File: src/rtl/branch_resolver_pkg.sv
// Shared constants for branch resolution: condition codes, FSM encoding, data width.
// Used by the resolver and by the comparator that sits beside it.
package branch_resolver_pkg;

  localparam int unsigned DATA_W = 32;

  localparam logic [2:0] OP_EQ = 3'b000;
  localparam logic [2:0] OP_GE = 3'b001;
  localparam logic [2:0] OP_LE = 3'b010;
  localparam logic [2:0] OP_GT = 3'b011;
  localparam logic [2:0] OP_LT = 3'b100;
  localparam logic [2:0] OP_NE = 3'b101;

  // Codes at or above this value have no defined condition.
  localparam logic [2:0] OP_ILLEGAL_MIN = 3'b110;

  typedef enum logic [1:0] {
    StIdle  = 2'd0,
    StEval  = 2'd1,
    StFlush = 2'd2
  } state_e;

  function automatic logic op_is_illegal(input logic [2:0] op);
    return op >= OP_ILLEGAL_MIN;
  endfunction

endpackage

File: src/rtl/branch_resolver_if.sv
// Request, comparator and result signals of the branch resolver.
// slave is the resolver side; master is the pipeline/comparator side.
interface branch_resolver_if #(
  parameter int unsigned CNT_W = 16
);
  import branch_resolver_pkg::*;

  logic              in_valid;
  logic              in_ready;
  logic [DATA_W-1:0] in_a;
  logic [DATA_W-1:0] in_b;
  logic [2:0]        in_op;
  logic [DATA_W-1:0] in_pc;
  logic [DATA_W-1:0] in_offset;

  logic [DATA_W-1:0] cmp_a;
  logic [DATA_W-1:0] cmp_b;
  logic [2:0]        cmp_op;
  logic              cmp_out;

  logic              res_valid;
  logic              res_taken;
  logic              res_illegal;
  logic              redirect_valid;
  logic [DATA_W-1:0] redirect_pc;
  logic              flush;
  logic [CNT_W-1:0]  taken_cnt;

  modport slave (
    input  in_valid, in_a, in_b, in_op, in_pc, in_offset, cmp_out,
    output in_ready, cmp_a, cmp_b, cmp_op, res_valid, res_taken, res_illegal,
           redirect_valid, redirect_pc, flush, taken_cnt
  );

  modport master (
    output in_valid, in_a, in_b, in_op, in_pc, in_offset, cmp_out,
    input  in_ready, cmp_a, cmp_b, cmp_op, res_valid, res_taken, res_illegal,
           redirect_valid, redirect_pc, flush, taken_cnt
  );

endinterface

File: src/rtl/branch_target_adder.sv
// Branch/jump target: pc + 4 + (word offset << 2), wrapping modulo 2^32.
module branch_target_adder
  import branch_resolver_pkg::*;
(
  input  logic [DATA_W-1:0] pc,
  input  logic [DATA_W-1:0] offset,
  output logic [DATA_W-1:0] target
);

  assign target = pc + DATA_W'(4) + (offset << 2);

endmodule

File: src/rtl/branch_resolver.sv
// Execute-stage branch resolver: latches a request, evaluates it through the external
// comparator, redirects fetch on a taken branch and then holds flush for FLUSH_CYCLES.
module branch_resolver
  import branch_resolver_pkg::*;
#(
  parameter int unsigned FLUSH_CYCLES = 2,
  parameter int unsigned CNT_W        = 16
) (
  input logic               clk,
  input logic               rst_n,
  branch_resolver_if.slave  bus
);

  state_e            state_q;
  logic [DATA_W-1:0] a_q;
  logic [DATA_W-1:0] b_q;
  logic [2:0]        op_q;
  logic [DATA_W-1:0] pc_q;
  logic [DATA_W-1:0] offset_q;
  logic [3:0]        flush_cnt_q;
  logic [CNT_W-1:0]  taken_cnt_q;

  logic              in_eval;
  logic              illegal;
  logic              taken;
  logic [DATA_W-1:0] target;

  branch_target_adder u_target (
    .pc     (pc_q),
    .offset (offset_q),
    .target (target)
  );

  assign in_eval = (state_q == StEval);
  assign illegal = op_is_illegal(op_q);
  // Illegal codes never take, whatever the comparator reports.
  assign taken   = in_eval && !illegal && bus.cmp_out;

  always_ff @(posedge clk or negedge rst_n) begin
    if (!rst_n) begin
      state_q     <= StIdle;
      a_q         <= '0;
      b_q         <= '0;
      op_q        <= '0;
      pc_q        <= '0;
      offset_q    <= '0;
      flush_cnt_q <= '0;
      taken_cnt_q <= '0;
    end else begin
      if (taken && (taken_cnt_q != '1)) begin
        taken_cnt_q <= taken_cnt_q + 1'b1;
      end

      case (state_q)
        StIdle: begin
          if (bus.in_valid) begin
            a_q      <= bus.in_a;
            b_q      <= bus.in_b;
            op_q     <= bus.in_op;
            pc_q     <= bus.in_pc;
            offset_q <= bus.in_offset;
            state_q  <= StEval;
          end
        end
        StEval: begin
          if (taken) begin
            flush_cnt_q <= 4'(FLUSH_CYCLES);
            state_q     <= StFlush;
          end else begin
            state_q <= StIdle;
          end
        end
        StFlush: begin
          if (flush_cnt_q == 4'd1) begin
            state_q <= StIdle;
          end else begin
            flush_cnt_q <= flush_cnt_q - 4'd1;
          end
        end
        default: state_q <= StIdle;
      endcase
    end
  end

  assign bus.in_ready       = (state_q == StIdle);
  assign bus.flush          = (state_q == StFlush);
  assign bus.cmp_a          = a_q;
  assign bus.cmp_b          = b_q;
  assign bus.cmp_op         = op_q;
  assign bus.res_valid      = in_eval;
  assign bus.res_taken      = taken;
  assign bus.res_illegal    = in_eval && illegal;
  assign bus.redirect_valid = taken;
  assign bus.redirect_pc    = taken ? target : '0;
  assign bus.taken_cnt      = taken_cnt_q;

endmodule

File: src/flat_wrapper.sv
// flat-port wrapper written by rule: the top's interface ports become plain ports
module branch_resolver_flat import branch_resolver_pkg::*;
#(
  parameter int unsigned FLUSH_CYCLES = 2,
  parameter int unsigned CNT_W        = 16
)
  (clk, rst_n, bus_in_valid, bus_in_a, bus_in_b, bus_in_op, bus_in_pc, bus_in_offset, bus_cmp_out, bus_in_ready, bus_cmp_a, bus_cmp_b, bus_cmp_op, bus_res_valid, bus_res_taken, bus_res_illegal, bus_redirect_valid, bus_redirect_pc, bus_flush, bus_taken_cnt);
  branch_resolver_if #(.CNT_W(CNT_W)) bus_i ();
  input logic clk;
  input logic rst_n;
  input wire logic [$bits(bus_i.in_valid)-1:0] bus_in_valid;
  input wire logic [$bits(bus_i.in_a)-1:0] bus_in_a;
  input wire logic [$bits(bus_i.in_b)-1:0] bus_in_b;
  input wire logic [$bits(bus_i.in_op)-1:0] bus_in_op;
  input wire logic [$bits(bus_i.in_pc)-1:0] bus_in_pc;
  input wire logic [$bits(bus_i.in_offset)-1:0] bus_in_offset;
  input wire logic [$bits(bus_i.cmp_out)-1:0] bus_cmp_out;
  output wire logic [$bits(bus_i.in_ready)-1:0] bus_in_ready;
  output wire logic [$bits(bus_i.cmp_a)-1:0] bus_cmp_a;
  output wire logic [$bits(bus_i.cmp_b)-1:0] bus_cmp_b;
  output wire logic [$bits(bus_i.cmp_op)-1:0] bus_cmp_op;
  output wire logic [$bits(bus_i.res_valid)-1:0] bus_res_valid;
  output wire logic [$bits(bus_i.res_taken)-1:0] bus_res_taken;
  output wire logic [$bits(bus_i.res_illegal)-1:0] bus_res_illegal;
  output wire logic [$bits(bus_i.redirect_valid)-1:0] bus_redirect_valid;
  output wire logic [$bits(bus_i.redirect_pc)-1:0] bus_redirect_pc;
  output wire logic [$bits(bus_i.flush)-1:0] bus_flush;
  output wire logic [$bits(bus_i.taken_cnt)-1:0] bus_taken_cnt;
  assign bus_i.in_valid = bus_in_valid;
  assign bus_i.in_a = bus_in_a;
  assign bus_i.in_b = bus_in_b;
  assign bus_i.in_op = bus_in_op;
  assign bus_i.in_pc = bus_in_pc;
  assign bus_i.in_offset = bus_in_offset;
  assign bus_i.cmp_out = bus_cmp_out;
  assign bus_in_ready = bus_i.in_ready;
  assign bus_cmp_a = bus_i.cmp_a;
  assign bus_cmp_b = bus_i.cmp_b;
  assign bus_cmp_op = bus_i.cmp_op;
  assign bus_res_valid = bus_i.res_valid;
  assign bus_res_taken = bus_i.res_taken;
  assign bus_res_illegal = bus_i.res_illegal;
  assign bus_redirect_valid = bus_i.redirect_valid;
  assign bus_redirect_pc = bus_i.redirect_pc;
  assign bus_flush = bus_i.flush;
  assign bus_taken_cnt = bus_i.taken_cnt;
  branch_resolver #(.FLUSH_CYCLES(FLUSH_CYCLES), .CNT_W(CNT_W)) u_core (.clk(clk), .rst_n(rst_n), .bus(bus_i));
endmodule
File: config.mk
export PLATFORM = sky130hd
export DESIGN_NAME = branch_resolver_flat
export DESIGN_NICKNAME = d
export VERILOG_FILES = /design/src/rtl/branch_resolver_pkg.sv /design/src/rtl/branch_resolver_if.sv /design/src/rtl/branch_target_adder.sv /design/src/rtl/branch_resolver.sv /design/src/flat_wrapper.sv
export SDC_FILE = /design/constraint.sdc
export NUM_CORES = 1
export LEC_CHECK = 0
export ABC_CLOCK_PERIOD_IN_PS = 4600
export CAP_MARGIN = 20
export CELL_PAD_IN_SITES_DETAIL_PLACEMENT = 0
export CELL_PAD_IN_SITES_GLOBAL_PLACEMENT = 1
export CORE_MARGIN = 3
export CORE_UTILIZATION = 39
export CTS_CLUSTER_SIZE = 40
export DETAILED_ROUTE_END_ITERATION = 10
export MAX_ROUTING_LAYER = met4
export PLACE_DENSITY_LB_ADDON = 0.08
export SYNTH_ARGS = -nofsm -noshare
export SYNTH_HDL_FRONTEND = slang
export SYNTH_SLANG_ARGS = --single-unit
File: constraint.sdc
create_clock -name clk -period 4.6 [get_ports clk]
set_input_delay 0.46 -clock clk [delete_from_list [all_inputs] [get_ports clk]]
set_output_delay 0.46 -clock clk [all_outputs]
set_load 0.02 [all_outputs]
# Word-level counts from Yosys, hierarchy flattened
# Cells that the tools add are included.
# op_classes
n_addsub,4
n_mul,0
n_div,0
n_lt_le_gt_ge,1
eq_ne,8
n_shift,0
n_mux,8
n_bitwise,0
reduce_logical,10
# op_table
cell,count
32-bit by 3-bit adder with 32-bit output (second input constant),1
32-bit adder,1
32-bit 2-to-1 mux,1
16-bit by 1-bit adder with 16-bit output (second input constant),1
16-bit inequality test (second input constant),1
4-bit 2-to-1 mux,2
4-bit one-hot mux with 2 select lines,1
2-bit 2-to-1 mux,3
2-bit inequality test (second input constant),3
2-bit one-hot mux with 3 select lines,1
4-bit by 1-bit equality test with 1-bit output (second input constant),1
1-bit logical AND,4
2-bit AND reduction,2
4-bit by 1-bit subtractor with 4-bit output (second input constant),1
3-bit >= comparator (second input constant),1
3-bit AND reduction,1
2-bit by 1-bit equality test with 1-bit output (second input constant),1
2-bit equality test (second input constant),1
2-bit zero test,1
2-bit by 1-bit inequality test with 1-bit output (second input constant),1
2-bit nonzero test,1
1-bit zero test,1
# totals
regBits,151
latchBits,0
mem_bits_rw,0
rom_bits,0
in_bits,135
out_inout_bits,121
word_cells,39
n_memories,0

# Logic depth before layout (Yosys ltp)
# Gate-level depths: netlist (run 1).
# depth
depth_word,6
ltp_mapped,13
mapped_depth_nobuf,13

# By module
# A second synthesis (run 1) with hierarchy kept.
# hier_totals
cells_unflattened,675
hier_area_um2,8182.8
# by_module_without_submodules
mod,instances,cells_each,area_each_um2,seq_area_each_um2
branch_resolver,1,437,6301.0,3828.7
branch_target_adder,1,238,1881.8,0.0

# Worst setup path before layout (run 1)
# Ideal clock, no wire load.
# synth_timing
kind,flip-flop to output port
from,register u_core.offset_q[1]
to,output port bus_redirect_pc[29]
t_arrival_ns,2.876
t_required_ns,4.140
slack_ns,1.264
stages_incl_launch_ff,12
n_path_buf,0
path_cell_list,dfrtp_1 ha_1 ha_1 inv_1 fa_1 nor2b_4 o2111a_1 o31a_1 o311ai_4 o21bai_4 a221oi_2 mux2i_1
# synth_between
elab_chain_cells,2
# synth_lines
element,line,source
from (decl),branch_resolver.sv:19,logic [DATA_W-1:0] offset_q;
from (signal assigned),branch_resolver.sv:61,offset_q <= bus.in_offset;
32-bit adder,branch_target_adder.sv:10,assign target = pc + DATA_W'(4) + (offset << 2);
32-bit 2-to-1 mux,branch_resolver.sv:94,assign bus.redirect_pc = taken ? target : '0;
to (decl),flat_wrapper.sv:26,output wire logic [$bits(bus_i.redirect_pc)-1:0] bus_redirect_pc;
# No other way between the ends.

# Worst setup path in the final report (run 1)
# layout_timing
from,register u_core.offset_q[1]
to,output port bus_redirect_pc[23]
# Same word-level chain as after synthesis.

==> impl_results.md, run 1 <==
* WL per Instance at 17.5 um
* Setup total negative slack at 0 ns
* DP Worst Slack at between 0.5 and 0.6 ns
* Main synth FF type: dfrtp_1
* Slowest Stage Delay on Critical Path at ~0.65 ns
* Clk_skew at approximately 0.01 ns
* FP Rows at 50
* RSZ-0062 raised after global routing: no
* Worst Setup End Kind: output pin
* Crit-path cells: ha_1 -> ha_1 -> inv_1 -> fa_1 -> nor2b_4 -> o2111a_1 -> o31a_1 -> o311ai_4 -> a21oi_1 -> o21a_1 -> nor3_1 -> clkdlybuf4s50_1
* Synth area leaders: dfrtp_1 49%, mux2_2 18%, ha_1 9.7%, xnor2_1 2.7%, nor2_1 2.0%
* First DRT Iteration DRCs at 257
* DP HPWL at about 16,000 um
* CP top delay family: compound AO/OA/AOI/OAI gates
* Initial antenna violation count at 4
* Die width at 147 um
* Most frequent CP cell: ha_1
* Vias per cell at 5.02
* Synth Area in Compound Gates at 0.0738
* Post-synthesis mux area share at 0.191
* Final total power at between 9 and 10 mW
* Hold path start: u_core.bus.taken_cnt[6]$_DFFE_PN0P_
* Register-to-Register Setup Slack at around 2.3 ns
* Crit path max fanout at 7
* Fmax at 230 MHz
* Count leader, synth: dfrtp_1
* Final Hold Vio Count at 0
* Post-CTS Setup Inserts at 0
* Post-DRT Antenna Nets at 0
* Die Y at 147 um
* Hold Path Sink: u_core.bus.taken_cnt[6]$_DFFE_PN0P_
* Tcrit/Tclk final at 0.947
* # clock sinks at 151
* Synth top area share at 0.487
* Normalized max-slew margin at 0.298
* Slowest stage cell on the critical path: clkdlybuf4s50_1
* Worst EP arrival at 3.89 ns
* Nets at between 1,000 and 1,500
* Synth Net Count at about 840
* Drt pass-1 iters at 4
* H-Tree Depth at 4
* Critical path required time at between 4 and 5 ns
* Worst VDD drop at between 400 and 500 uV
* Post-Synth Adder-Cell Area at 0.0993
* Reg2Reg Depth at 4
* Post-Synth XOR/XNOR Area at 0.0395
* EDFF count, synth at 0
* P&R area growth vs syn at 44.2%
* Largest net degree at the start of global routing at 108
* CP bufs+invs at 2
* Largest area contributor in the netlist: dfrtp_1
* Maxcap violations at 0
* Library cells used by synthesis at slightly below 50
* Routability cong. at ~0.84
* Pleak at approximately 4.7 nW
* Synth top cells by count: 151 x dfrtp_1, 127 x mux2_2, 60 x ha_1
* Die area at 21,600 sq um
* Syn Inst Count at 648
* Hold Crit Depth at 1
* Avg Inst Size Synth at between 10 and 15 sq um
* Slew @ Worst Pin at roughly 1.1 ns
* Placeable Area at roughly 19,000 sq um
* Slew Viols, Final at 0
* Syn. warnings at 0
* Largest family of logic cells by synthesized area: multiplexers
* Reg2reg start: u_core.state_q[0]$_DFFE_PN0P_
* Worst skew pair latency at 0.42 ns
* Post-Syn Area at approximately 7800 sq um
* Fraction of layout cells with a size suffix above 1 at 0.191
* I/O Pins at roughly 260
* Vias at 5,911
* Root Buffer: clkbuf_16
* Vias in the first global route at 6,647
* Grt ovf at 0
* Finish-stage setup viols at 0
* CTS Buffer Depth at 2
* IO Port Bufs at around 250
* Final Core Density at 0.585
* Crit Path Category: register to output pin
* Status: completed
* First-pass GRT wire length at 33,900 um
* Critical path launch point type: register
* GRT Util Overall at 0.202
* Final WL at between 20,000 and 25,000 um
* Final setup margin at roughly 0.25 ns
* Synth Area in Simple Gates at 0.0899
* Number of remaining DRC errors at 0
* Starting Density at 0.405
* Hold Crit Class: register to register
* Cts bufs inserted at 17
* Yosys reg bits at 151
* Sequential fraction of the synthesis area at 0.487
* Power Density at between 800 and 900 nW/um^2
* Final Critical Period at ~4.4 ns
* RR Endpoint: u_core.pc_q[15]$_DFFE_PN0P_
* Asr flop ratio synth at 1.00
* Clk slew on worst S/H paths at 0.07 ns
* CTS tree: yes
## layer usage
layer,up-vias,wire (um),global-route usage
li1,2831,-,-
met1,2882,8180,0.227
met2,177,10300,0.335
met3,21,1640,0.0811
met4,0,440,0.0536
met5,-,0,-
## area by class of cell
cell class                      count  area, sq um
Fill cell                        1668         7950
Multi-Input combinational cell    458         3840
Sequential cell                   151         3780
Timing Repair Buffer              258         2610
Clock buffer                       19          443
Tap cell                          260          325
Clock inverter                     13          133
Inverter                           14         52.6
Antenna cell                        4         10.0
## kinds of logic after synthesis
kind of cell	count (synthesis)
AND/OR/NAND/NOR	143
multiplexers	132
AO/OA/AOI/OAI	87
flip-flops	151
adder cells (fa/ha/maj)	61
XOR/XNOR	35
buffers and inverters	39
## stage by stage
step                hold WS, ns  cells  instance area, sq um
floorplan                 0.164    648                  7760
detailed placement        0.493   1139                 10600
finish                    0.503   1177                 11200
global placement          0.482   1139                 10600
global route              0.517   1177                 11200
CTS                       0.221   1171                 11100
## power breakdown
part | leakage (nW) | internal [mW] | switching [mW] | total [mW]
combinational | 2.62 | 2.63 | 2.85 | 5.49
sequential | 1.80 | 1.95 | 0.360 | 2.31
clock | 0.275 | 0.776 | 0.606 | 1.38
total | 4.69 | 5.36 | 3.82 | 9.18
## worst max path at each step
stage | depth (start not counted) | end | from
after floorplan | 11 | bus_redirect_pc[29] | u_core.offset_q[1]$_DFFE_PN0P_
after global placement | 12 | bus_redirect_pc[29] | u_core.offset_q[1]$_DFFE_PN0P_
after detailed placement | 12 | bus_redirect_pc[29] | u_core.offset_q[1]$_DFFE_PN0P_
after CTS | 12 | bus_redirect_pc[29] | u_core.offset_q[1]$_DFFE_PN0P_
after global routing | 10 | bus_redirect_pc[30] | u_core.offset_q[7]$_DFFE_PN0P_
final | 12 | bus_redirect_pc[23] | u_core.offset_q[1]$_DFFE_PN0P_
## registers in the layout, summed over array words and instances, names as in the netlist
name / flops
u_core.bus.cmp_b: 32
u_core.bus.cmp_op: 3
u_core.bus.taken_cnt: 16
u_core.pc_q: 32
u_core.state_q: 2
u_core.flush_cnt_q: 4
u_core.bus.cmp_a: 32
u_core.offset_q: 30
## what timing repair did
item	CTS	global route
setup endpoints to repair	0	3
hold buffers	0	1
hold endpoints to repair	0	42
gates resized for setup	0	2
## cells in the final DEF (no fill, tap or decap), drive strengths merged, types with 2 or more instances in the layout
master / instances
clkdlybuf4s50: 251
dfrtp: 151
mux2: 128
ha: 60
nor2: 41
nand2: 35
a21oi: 30
xnor2: 24
o21ai: 20
inv: 20
clkbuf: 19
nand3: 17
nand4: 12
xor2: 11
nor3: 10
a21o: 8
and3: 7
o21bai: 7
nand2b: 5
o21a: 5
a31oi: 5
and2: 5
buf: 5
diode: 4
mux2i: 4
nor2b: 4
and4: 3
clkinvlp: 3
clkinv: 3
a211oi: 2
nor4: 2
o311ai: 2
(Power assumes the default switching activity.)
==> inputs of run 2 (changes only) <==
--- a/config.mk
+++ b/config.mk
@@ -5,12 +5,13 @@
 export SDC_FILE = /design/constraint.sdc
 export NUM_CORES = 1
 export LEC_CHECK = 0
+export ABC_AREA = 1
 export ABC_CLOCK_PERIOD_IN_PS = 4600
 export CAP_MARGIN = 20
 export CELL_PAD_IN_SITES_DETAIL_PLACEMENT = 0
 export CELL_PAD_IN_SITES_GLOBAL_PLACEMENT = 1
 export CORE_MARGIN = 3
-export CORE_UTILIZATION = 39
+export CORE_UTILIZATION = 37
 export CTS_CLUSTER_SIZE = 40
 export DETAILED_ROUTE_END_ITERATION = 10
 export MAX_ROUTING_LAYER = met4
@@ -18,3 +19,4 @@
 export SYNTH_ARGS = -nofsm -noshare
 export SYNTH_HDL_FRONTEND = slang
 export SYNTH_SLANG_ARGS = --single-unit
+export TNS_END_PERCENT = 10
==> impl_results.md, run 2 <==
* First DRT Iteration DRCs at between 400 and 500
* Number of remaining DRC errors at 0
* Grt ovf at 0
* Hold Crit Class: input port to asynchronous set/reset pin
* Post-DRT Antenna Nets at 0
* EDFF count, synth at 0
* Final Critical Period at 3.85 ns
* Syn. warnings at 0
* WL per Instance at 13.9 um
* Die width at approximately 160 um
* Final hold slack at ~0.046 ns
* Synth top cells by count: 604 x nand2_1, 151 x dfrtp_1, 111 x inv_1
* # clock sinks at around 150
* Normalized max-slew margin at 0.454
* Placed insts at between 1,500 and 2,000
* Status: completed
* Slew @ Worst Pin at between 0.8 and 0.9 ns
* Root Buffer: clkbuf_16
* Yosys reg bits at roughly 150
* Critical path required time at just over 4 ns
* Avg Inst Size Synth at 7.30 sq um
* I/O Pins at 256
* Syn Inst Count at roughly 1,200
* Starting Density at 0.380
* Synth top area share at 0.437
* Fill cell count at approximately 2,200
* Crit Path Category: register to output pin
* Drt pass-1 iters at 5
* Setup total negative slack at 0 ns
* Clk slew on worst S/H paths at roughly 0.080 ns
* Register-to-Register Setup Slack at approximately 2.2 ns
* Reg2Reg Depth at 6
* Finish-stage setup viols at 0
* Fraction of layout cells with a size suffix above 1 at 0.0451
* Critical path launch point type: register
* Hold buffer count at CTS at 0
* CTS resizes at 0
* GRT Util Overall at 0.200
* First-pass GRT wire length at roughly 40,000 um
* RR Endpoint: u_core.pc_q[22]$_DFFE_PN0P_
* Pleak at 6.23 nW
* Final Hold Vio Count at 0
* Maxcap violations at 0
* RSZ-0062 raised after global routing: no
* Synth Net Count at about 1,400
* Vias per cell at between 4 and 5
* Count leader, synth: nand2_1
* Synth area leaders: dfrtp_1 44%, nand2_1 26%, ha_1 8.7%, inv_1 4.8%, nor2_1 3.5%
* Main synth FF type: dfrtp_1
* Initial antenna violation count at 4
* Worst EP arrival at between 3 and 4 ns
* FP Rows at between 50 and 60
* CTS Buffer Depth at 2
* P&R area growth vs syn at 38.8%
* Nets at approximately 1,600
* Most frequent cells in the layout: 604 x nand2_1, 252 x clkdlybuf4s50_1, 151 x dfrtp_1
* Clk_skew at 0.0193 ns
* Die area at 25,200 sq um
* Commonest non-fill, non-tap cell in the layout: nand2_1
* Worst VDD drop at between 300 and 400 uV
* Slew Viols, Final at 0
* H-Tree Depth at 4
* Post-Syn Area at 8640 sq um
* Sequential fraction of the synthesis area at 0.437
* Vias in the first global route at around 7,600
* Reg2reg start: u_core.state_q[1]$_DFFE_PN0P_
* CTS tree: yes
* DP HPWL at 18,400 um
* Worst Setup End Kind: output pin
* Placeable Area at between 20,000 and 25,000 sq um
* Routability cong. at 0.839
* Library cells used by synthesis at 36
* IO Port Bufs at roughly 250
* Die Y at approximately 160 um
* Fin cells at roughly 1,800
* Post-CTS Setup Inserts at 0
* Power Density at 729 nW/um^2
* Crit path max fanout at 5
* Final WL at roughly 24,000 um
* Cts bufs inserted at 17
* Largest net degree at the start of global routing at between 70 and 80
* Asr flop ratio synth at 1.00
* Tcrit/Tclk final at 0.837
* Fmax at about 260 MHz
* Vias at approximately 7,800
* Largest area contributor in the netlist: dfrtp_1
* Worst skew pair latency at ~0.43 ns
-- run 2: logic make-up (layout without fill, tap and decap cells) --
logic type / after synthesis / count (layout) / share of synthesized area
fa+ha+maj: 61 / 61 / 0.0892
flops: 151 / 151 / 0.437
other cells: 0 / 4 / 0
buf+inv: 149 / 407 / 0.0732
simple gates: 749 / 749 / 0.346
xor+xnor: 20 / 20 / 0.0211
compound gates: 54 / 54 / 0.0331
-- run 2: critical path, cell delays in order (launching register included) --
cell and delay, ns:
dfrtp_1 0.39, ha_1 0.28, ha_1 0.19, inv_1 0.07, fa_1 0.41, inv_1 0.11, nand3_1 0.07, nand3_1 0.17
nand2_1 0.07, nand2_1 0.16, inv_1 0.06, o21bai_1 0.16, nor2_1 0.06, nor2_1 0.14, clkdlybuf4s50_1 0.62
-- run 2: area by class of cell --
class,count,area (sq um),area share
clock inverters,14,130,0.0108
well taps,313,392,0.0326
diodes,4,10.0,0.000834
clock buffers,18,429,0.0358
inverters,117,449,0.0374
multi-input cells,884,4240,0.353
flip-flops and latches,151,3780,0.315
repair buffers,258,2570,0.214
-- run 2: where the power goes --
| part | internal [mW] | total [mW] | switching [mW] |
|---|---|---|---|
| sequential | 1.94 | 2.31 | 0.365 |
| combinational | 1.98 | 5.09 | 3.11 |
| clock | 0.714 | 1.35 | 0.634 |
| total | 4.64 | 8.75 | 4.11 |
-- run 2: through the flow --
step / util / setup WS [ns] / area [sq um] / power [mW]
after detailed placement: 0.502 / 1.18 / 11400 / 7.48
after CTS: 0.526 / 0.707 / 12000 / 8.89
after floorplan: - / 1.96 / 8640 / 5.62
after global placement: 0.502 / 1.20 / 11400 / 7.46
after global routing: 0.527 / 0.464 / 12000 / 9.62
final: 0.527 / 0.751 / 12000 / 8.75
-- run 2: worst max-delay path by stage --
stage | start | to
final | u_core.pc_q[3]$_DFFE_PN0P_ | bus_redirect_pc[19]
after global routing | u_core.offset_q[0]$_DFFE_PN0P_ | bus_redirect_pc[19]
after CTS | u_core.offset_q[0]$_DFFE_PN0P_ | bus_redirect_pc[19]
after detailed placement | u_core.offset_q[0]$_DFFE_PN0P_ | bus_redirect_pc[19]
after global placement | u_core.offset_q[0]$_DFFE_PN0P_ | bus_redirect_pc[19]
after floorplan | u_core.offset_q[1]$_DFFE_PN0P_ | bus_redirect_pc[19]
-- run 2: metal layers --
layer	share of wire	track usage	vias to the layer above
met2	0.46	0.314	189
met3	0.070	0.0689	11
met1	0.46	0.254	3444
met5	0	-	-
met4	0.0085	0.0406	0
li1	-	-	4114
